$ cat src/rtl/mem_dump_ctrl.sv
// Memory-inspection controller: steps a dump pointer through a programmable address range
// and takes over the RAM address/write-enable from the processor while a dump is active.
module mem_dump_ctrl #(
    parameter int ADDR_W   = 8,
    parameter int DATA_W   = 16,
    parameter int SCAN_DIV = 25000000
) (
    input  logic              clk,
    input  logic              reset,
    input  logic              dump_en,
    input  logic              step,
    input  logic              auto_en,
    input  logic              dir,
    input  logic [ADDR_W-1:0] start_addr,
    input  logic [ADDR_W-1:0] end_addr,
    input  logic [ADDR_W-1:0] cpu_addr,
    input  logic              cpu_we,
    input  logic [DATA_W-1:0] mem_din,
    output logic [ADDR_W-1:0] mem_addr,
    output logic              mem_we,
    output logic [ADDR_W-1:0] dump_addr,
    output logic [DATA_W-1:0] dump_data,
    output logic              dump_active,
    output logic              wrap_pulse,
    output logic              wr_blocked
);

    localparam int CNT_W = (SCAN_DIV > 2) ? $clog2(SCAN_DIV) : 1;
    localparam logic [CNT_W-1:0] CNT_LAST = CNT_W'(SCAN_DIV - 1);

    typedef enum logic [1:0] {IDLE, ARM, DUMP} state_t;

    state_t            state, state_nxt;
    logic [ADDR_W-1:0] lo, hi;
    logic [CNT_W-1:0]  scan_cnt;
    logic              step_q;
    logic              step_edge;
    logic              auto_tick;
    logic              advance;

    // Returns {wrap, next pointer}; a pointer left outside the range by a bound change
    // re-enters at the starting end without signalling a wrap.
    function automatic logic [ADDR_W:0] next_ptr(input logic [ADDR_W-1:0] p,
                                                 input logic [ADDR_W-1:0] lo_b,
                                                 input logic [ADDR_W-1:0] hi_b,
                                                 input logic              d);
        if (p < lo_b || p > hi_b)
            return {1'b0, (d ? hi_b : lo_b)};
        if (!d)
            return (p == hi_b) ? {1'b1, lo_b} : {1'b0, p + ADDR_W'(1)};
        return (p == lo_b) ? {1'b1, hi_b} : {1'b0, p - ADDR_W'(1)};
    endfunction

    assign lo        = (start_addr < end_addr) ? start_addr : end_addr;
    assign hi        = (start_addr < end_addr) ? end_addr : start_addr;
    assign step_edge = step & ~step_q;
    assign auto_tick = auto_en && (scan_cnt == CNT_LAST);
    assign advance   = (state == DUMP) && dump_en && (step_edge || auto_tick);

    always_ff @(posedge clk) begin
        if (reset)
            state <= IDLE;
        else
            state <= state_nxt;
    end

    always_comb begin
        state_nxt = state;
        case (state)
            IDLE:    if (dump_en) state_nxt = ARM;
            ARM:     state_nxt = dump_en ? DUMP : IDLE;
            DUMP:    if (!dump_en) state_nxt = IDLE;
            default: state_nxt = IDLE;
        endcase
    end

    always_comb begin
        dump_active = (state != IDLE);
        mem_addr    = dump_active ? dump_addr : cpu_addr;
        mem_we      = dump_active ? 1'b0 : cpu_we;
    end

    always_ff @(posedge clk) begin
        if (reset || state == ARM || !auto_en)
            scan_cnt <= '0;
        else if (scan_cnt == CNT_LAST)
            scan_cnt <= '0;
        else
            scan_cnt <= scan_cnt + CNT_W'(1);
    end

    always_ff @(posedge clk) begin
        if (reset) begin
            step_q     <= 1'b0;
            dump_addr  <= '0;
            dump_data  <= '0;
            wrap_pulse <= 1'b0;
            wr_blocked <= 1'b0;
        end else begin
            step_q     <= step;
            wrap_pulse <= 1'b0;
            case (state)
                ARM: begin
                    dump_addr  <= dir ? hi : lo;
                    wr_blocked <= 1'b0;
                end
                DUMP: begin
                    dump_data <= mem_din;
                    if (cpu_we)
                        wr_blocked <= 1'b1;
                    if (advance)
                        {wrap_pulse, dump_addr} <= next_ptr(dump_addr, lo, hi, dir);
                end
                default: ;
            endcase
        end
    end

endmodule

$ cat config.mk
export PLATFORM = sky130hd
export DESIGN_NAME = mem_dump_ctrl
export DESIGN_NICKNAME = d
export VERILOG_FILES = /design/src/rtl/mem_dump_ctrl.sv
export SDC_FILE = /design/constraint.sdc
export NUM_CORES = 1
export LEC_CHECK = 0
export ABC_AREA = 1
export CAP_MARGIN = 20
export CORE_MARGIN = 2
export CORE_UTILIZATION = 50
export CTS_CLUSTER_DIAMETER = 150
export DETAILED_ROUTE_END_ITERATION = 8
export PLACE_DENSITY = 0.76
export SLEW_MARGIN = 20
export SYNTH_ARGS = -nofsm -noshare
export SYNTH_HDL_FRONTEND = slang
export SYNTH_SLANG_ARGS = --single-unit
$ cat constraint.sdc
create_clock -name clk -period 4 [get_ports clk]
set_input_delay 0.8 -clock clk [delete_from_list [all_inputs] [get_ports clk]]
set_output_delay 0.8 -clock clk [all_outputs]
set_load 0.005 [all_outputs]
* Word level (Yosys, flattened, before mapping)
Index checks and enable logic that the tools add are counted.
Word-level totals: register bits 54, input bits 47
Cells by class: mux-type cells 28, $lt $le $gt $ge 3, bitwise logic cells 4, reduce and logical (&&, ||, !) cells 16, add/subtract/negate cells 3, equality and inequality tests 9
Operator list (count):
- two-way mux 9 bit | 6
- two-way mux 8 bit | 5
- adder 25 x 1 -> 25 bit (second input constant) | 1
- equality test 25 bit (second input constant) | 1
- equality test 8 bit | 2
- less-than comparator 8 bit | 2
- one-hot mux 8 bit (2 select lines) | 1
- two-way mux 1 bit | 11
- adder 8 x 1 -> 8 bit (second input constant) | 1
- greater-than comparator 8 bit | 1
- != test 2 bit (second input constant) | 4
- subtractor 8 x 1 -> 8 bit (second input constant) | 1
- two-way mux 2 bit | 3
- one-hot mux 2 bit (3 select lines) | 1
- AND reduction 2 bit | 3
- logical OR 1 bit | 4
- nonzero test 2 bit | 2
- logical AND 1 bit | 3
- NOT 1 bit | 3
- OR reduction 3 bit | 1
- equality test 2 x 1 -> 1 bit (second input constant) | 1
- equality test 2 bit (second input constant) | 1
- zero test 2 bit | 1
- one-hot mux 1 bit (2 select lines) | 1
- 3 further kinds | 3

* Longest topological paths before layout
depth in word-level cells 16, depth in mapped cells 26, depth with buffers taken out 25

* Worst setup path before layout
Ideal clock, no wire load.
path type input -> register, from input end_addr[7], to register dump_addr[2], library setup time 109 ps, buffers on the path 1, path slack 665 ps, arrival 3226 ps, stages 22, data required time 3891 ps, cells stage by stage inv_1 ha_1 nand2_1 inv_1 nor2_1 o21a_1 nand2_1 buf_2 nand2_1 nand2_1 ha_1 nand2_1 nor2_1 nand3_1 inv_1 nor2_1 inv_1 nor2_1 o21ai_0 nand4_1 nand2_1 inv_1
Between the ends: word-level cells in the longest chain between the ends 11, elaborated cells on any way between the ends 21, those cells by class order compare: 3; eq/ne: 2; mux: 15; reduce/logical: 1
Ends and longest elaborated chain:
- from (decl) | RTL line 15 | input logic [ADDR_W-1:0] end_addr,
- less-than comparator 8 bit | RTL line 54, 55
- two-way mux 8 bit (on tied branches) | RTL line 54, 55
- less-than comparator 8 bit / greater-than comparator 8 bit (equally long branches) | RTL line 47 | if (p < lo_b || p > hi_b)
- logical OR 1 bit | RTL line 47
- two-way mux 1 bit | RTL line 47
- two-way mux 1 bit | RTL line 111 | if (advance)
- two-way mux 1 bit | RTL line 102 | case (state)
- two-way mux 1 bit | RTL line 93 | if (reset) begin
- two-way mux 9 bit | RTL line 49 | if (!d)
- two-way mux 8 bit | RTL line 111
- one-hot mux 8 bit (2 select lines) (*) | RTL line 102
- to (signal assigned) | RTL line 104 | dump_addr <= dir ? hi : lo;
- to (signal assigned) | RTL line 112 | {wrap_pulse, dump_addr} <= next_ptr(dump_addr, lo, hi, dir);
- to (decl) | RTL line 21 | output logic [ADDR_W-1:0] dump_addr,
Every way passes the cells marked *; elsewhere a longest branch is shown, timed or not. The select of a mux whose other input is x is not followed. A chain may end at the register's enable or synchronous reset.

* Worst setup path in the final report
from input end_addr[7], to register dump_addr[7]
Same word-level chain as after synthesis.

==> results.md <==
- Detailed placer's ending HPWL: about 8000 um
- Number of global-route vias before repair: 3992
- CTS hold repair buffers: 0
- Post-detailed-routing wire length: between 10000 and 15000 um
- Post-synthesis share of cell area spent on and, or, nand and nor gates: between 30% and 40%
- XOR/XNOR Fraction of Synth Area: 2.71%
- Slew Viols, Final: 0
- Synth area leaders: sky130_fd_sc_hd__dfxtp_1 28%, sky130_fd_sc_hd__nand2_1 14%, sky130_fd_sc_hd__ha_1 8.4%
- Worst clock skew: 0.00863 ns
- Post-DRT Antenna Nets: 0
- Async set or reset register ratio after synthesis: 0%
- Type of origin of the critical path: primary input
- Layout cell share with drive strength beyond 1: roughly 8.8%
- Final setup fails: 0
- Static Leak: 2.28 nW
- Crit. End Element: flop
- Highest cell delay on the worst timing path: between 0.4 and 0.5 ns
- Netlist area before placement: roughly 3900 um2
- Power Dens Cells: 252 nW/um2
- Count of non-filler cells in the finished layout: around 800
- Max Clk Rate: approximately 270 MHz
- Violation count after the first detailed-routing iteration: 275
- Placed Cells incl. Taps: around 790
- Total global routing track utilization: between 20% and 30%
- Adder and majority cell fraction of the synthesized area: 8.40%
- Status: finished clean
- Initial standard-cell utilization of the core: slightly above 50%
- Startpoint of the most critical hold path: scan_cnt[0]$_SDFF_PP0_
- Largest voltage drop on the vdd net: roughly 0.0002 V
- First element of the critical path: end_addr[7]
- Post-detailed-route wirelength per cell: ~13 um
- Worst hold path type: reg -> reg
- Core area: 7610 um2
- Cts bufs inserted: 5
- Count of buffering cells on the critical path with inverters included: 7
- Number of buffers added on ports: about 80
- Area overhead of the layout relative to synthesis: 28.0%
- Post-synth EDFFs: 0
- Final TNS setup: 0 ns
- Number of rows created at floorplan: 32
- Worst-case clock buffer depth: 2
- Total clock sinks: between 50 and 60
- Slew at the pin with the worst max-slew slack: a little over 0.9 ns
- Max stage delay cell, worst path: sky130_fd_sc_hd__clkdlybuf4s50_1
- Origin of the critical flop-to-flop path: state[1]$_SDFFE_PP0P_
- Share of the yosys chip area belonging to registers: 27.9%
- Reported max-cap violation count: 0
- Portion of netlist area occupied by mux cells: 0%
- Vias per Instance: approximately 5.2
- Arrival @ worst endpoint: approximately 4 ns
- Count of pins on the block boundary: slightly above 80
- Final GP Congestion: between 0.9 and 1
- Count of warnings emitted by yosys: 0
- Worst setup slack before clock tree synthesis: approximately 0.023 ns
- Clock-pin slew of the registers on the worst-case setup and hold paths: roughly 0.10 ns
- Wire length of the first global-routing pass: 17900 um
- Count of antenna diodes in the layout: 0
- Maximum number of pins on one net before global-route repair: 21
- Final critical-path required period: 3.70 ns
- Die outline width: approximately 92 um
- Worst setup path class: in -> reg
- Fin. Hold Viols: 0
- DR vias: approximately 4.2k
- Total number of nets in the final design: approximately 770
- Post-route total power: between 0.001 and 0.0015 W
- Share of the clock period used by the worst path after layout: between 90 and 100%
- Top-count cell post-synth: sky130_fd_sc_hd__nand2_1
- Synth cell count leaders: 146 x sky130_fd_sc_hd__nand2_1, 85 x sky130_fd_sc_hd__nor2_1, 76 x sky130_fd_sc_hd__inv_1
- Clock root buffer master: sky130_fd_sc_hd__clkbuf_8
- Syn_area_per_cell: between 6 and 7 um2
- Share of the synthesized area in compound gates (AO/OA/AOI/OAI): approximately 11%
- Number of H-tree levels: 2
- Worst rel slew slack: 39.2%
- Number of synthesized register bits: 54
- Largest delay contributor family on the critical path: buffers and inverters
- Final worst-path setup slack: 0.302 ns
- Area of the die: 8470 um2
- Largest area contributor in the synthesized netlist: sky130_fd_sc_hd__dfxtp_1
- Die span in y: about 92 um
- Required time of the worst setup path: 4.25 ns
- Number of detailed-route iterations in the first pass: 5
- Main combinational cell family by area after synthesis: simple AND/OR/NAND/NOR gates
- Initial antenna violation count: 0
- Worst-Skew Late Latency: around 0.30 ns
- Total grt overflow: 0
- Number of distinct library cell variants in the gate-level netlist after synthesis: 39
- Share of the synthesized area in the top cell type: 27.9%
- CP dominant cell by count: sky130_fd_sc_hd__nand2_1
- TritonCTS clock tree: yes
- Gate count after technology mapping: ~610
- DRC viols: 0
- Net count of the mapped netlist: 680
- Main synth FF type: sky130_fd_sc_hd__dfxtp_1
- Largest fanout of any net on the critical path: 13
## metrics by stage
step                      utilization, %  area (um2)  hold WS [ns]
after floorplan                        -        3870         0.418
after global placement              63.9        4860         0.432
after detailed placement            63.9        4860         0.439
after CTS                           65.0        4940         0.463
after global routing                65.2        4960         0.486
final                               65.2        4960         0.461
## registers in the layout (all words and copies together), names as in the netlist
register,cells
step_q,1
scan_cnt,25
dump_data,16
wr_blocked,1
wrap_pulse,1
dump_addr,8
state,2
## kinds of logic after synthesis
logic type,after synthesis
adder cells (fa/ha/maj),26
AND/OR/NAND/NOR,339
XOR/XNOR,12
flip-flops,54
buffers and inverters,99
AO/OA/AOI/OAI,77
## path summary, 6_finish.rpt
check                                                 end  slack [ns]  cells after the start
worst max-delay path            dump_addr[7]$_SDFFE_PP0P_        0.30                     26
worst min-delay path               scan_cnt[0]$_SDFF_PP0_        0.46                      1
worst max register to register  dump_addr[6]$_SDFFE_PP0P_        1.73                     10
worst min register to register     scan_cnt[0]$_SDFF_PP0_        0.46                      1
## metal layers
| layer | global-route usage (%) | up-vias | wire, um |
|---|---|---|---|
| li1 | - | 2135 | - |
| met5 | 0 | - | 0 |
| met2 | 42.7 | 139 | 4690 |
| met3 | 5.42 | 8 | 794 |
| met1 | 34.5 | 1887 | 4800 |
| met4 | 4.48 | 0 | 89 |
## cells in the final DEF, fill, tap and decap left out, types with 2 or more instances in the layout
cell type / Yosys / final
sky130_fd_sc_hd__xnor2_1: 4 / 4
sky130_fd_sc_hd__or2_2: 2 / 2
sky130_fd_sc_hd__nand3_2: 3 / 3
sky130_fd_sc_hd__nand3_1: 61 / 61
sky130_fd_sc_hd__ha_1: 26 / 26
sky130_fd_sc_hd__clkdlybuf4s50_1: 0 / 82
sky130_fd_sc_hd__inv_2: 4 / 5
sky130_fd_sc_hd__nor2_4: 3 / 3
sky130_fd_sc_hd__nand2_1: 146 / 146
sky130_fd_sc_hd__a21oi_2: 7 / 8
sky130_fd_sc_hd__dfxtp_1: 54 / 54
sky130_fd_sc_hd__o21a_1: 2 / 2
sky130_fd_sc_hd__inv_1: 76 / 75
sky130_fd_sc_hd__and2_1: 2 / 2
sky130_fd_sc_hd__nor2_1: 85 / 84
sky130_fd_sc_hd__nor3_2: 3 / 3
sky130_fd_sc_hd__xor2_1: 8 / 8
sky130_fd_sc_hd__a21oi_1: 20 / 19
sky130_fd_sc_hd__clkbuf_8: 0 / 5
sky130_fd_sc_hd__nand4_2: 3 / 3
sky130_fd_sc_hd__nand2_2: 2 / 2
sky130_fd_sc_hd__nand4_1: 9 / 9
sky130_fd_sc_hd__nor3_1: 11 / 11
sky130_fd_sc_hd__nor3b_1: 2 / 2
sky130_fd_sc_hd__a211oi_1: 2 / 2
sky130_fd_sc_hd__o31ai_1: 2 / 2
sky130_fd_sc_hd__nor2_2: 3 / 4
sky130_fd_sc_hd__clkinv_2: 1 / 2
sky130_fd_sc_hd__o21ai_0: 37 / 37
sky130_fd_sc_hd__o21ai_1: 4 / 3
sky130_fd_sc_hd__buf_4: 1 / 16
## worst reg2reg max path, cell delays in order, from the launching register on
cell                       delay [ns]
sky130_fd_sc_hd__dfxtp_1         0.34
sky130_fd_sc_hd__inv_1           0.05
sky130_fd_sc_hd__nor2_1          0.08
sky130_fd_sc_hd__buf_4           0.24
sky130_fd_sc_hd__clkinv_1        0.45
sky130_fd_sc_hd__nor2_1          0.21
sky130_fd_sc_hd__nand2_1         0.10
sky130_fd_sc_hd__nand2_1         0.30
sky130_fd_sc_hd__inv_1           0.21
sky130_fd_sc_hd__nand2_1         0.13
sky130_fd_sc_hd__a21oi_2         0.06
## cell type report
type / instances / area [um2]
fillers: 712 / 2650
multi-input cells: 454 / 2420
flip-flops and latches: 54 / 1080
repair buffers: 98 / 941
inverters: 82 / 309
well taps: 102 / 128
clock buffers: 5 / 68.8
clock inverters: 2 / 13.8
## power breakdown
group / switching, W / total [W] / leakage (nW) / internal, W
Sequential: 0.0000209 / 0.000572 / 0.438 / 0.000551
Combinational: 0.000196 / 0.000371 / 1.79 / 0.000175
Clock: 0.000184 / 0.000306 / 0.0444 / 0.000122
## timing repair
action	in CTS	in global routing
setup endpoints to repair	0	2
setup buffers	0	1
gates resized for setup	0	4
No activity file was read; power rests on OpenSTA's default activity.
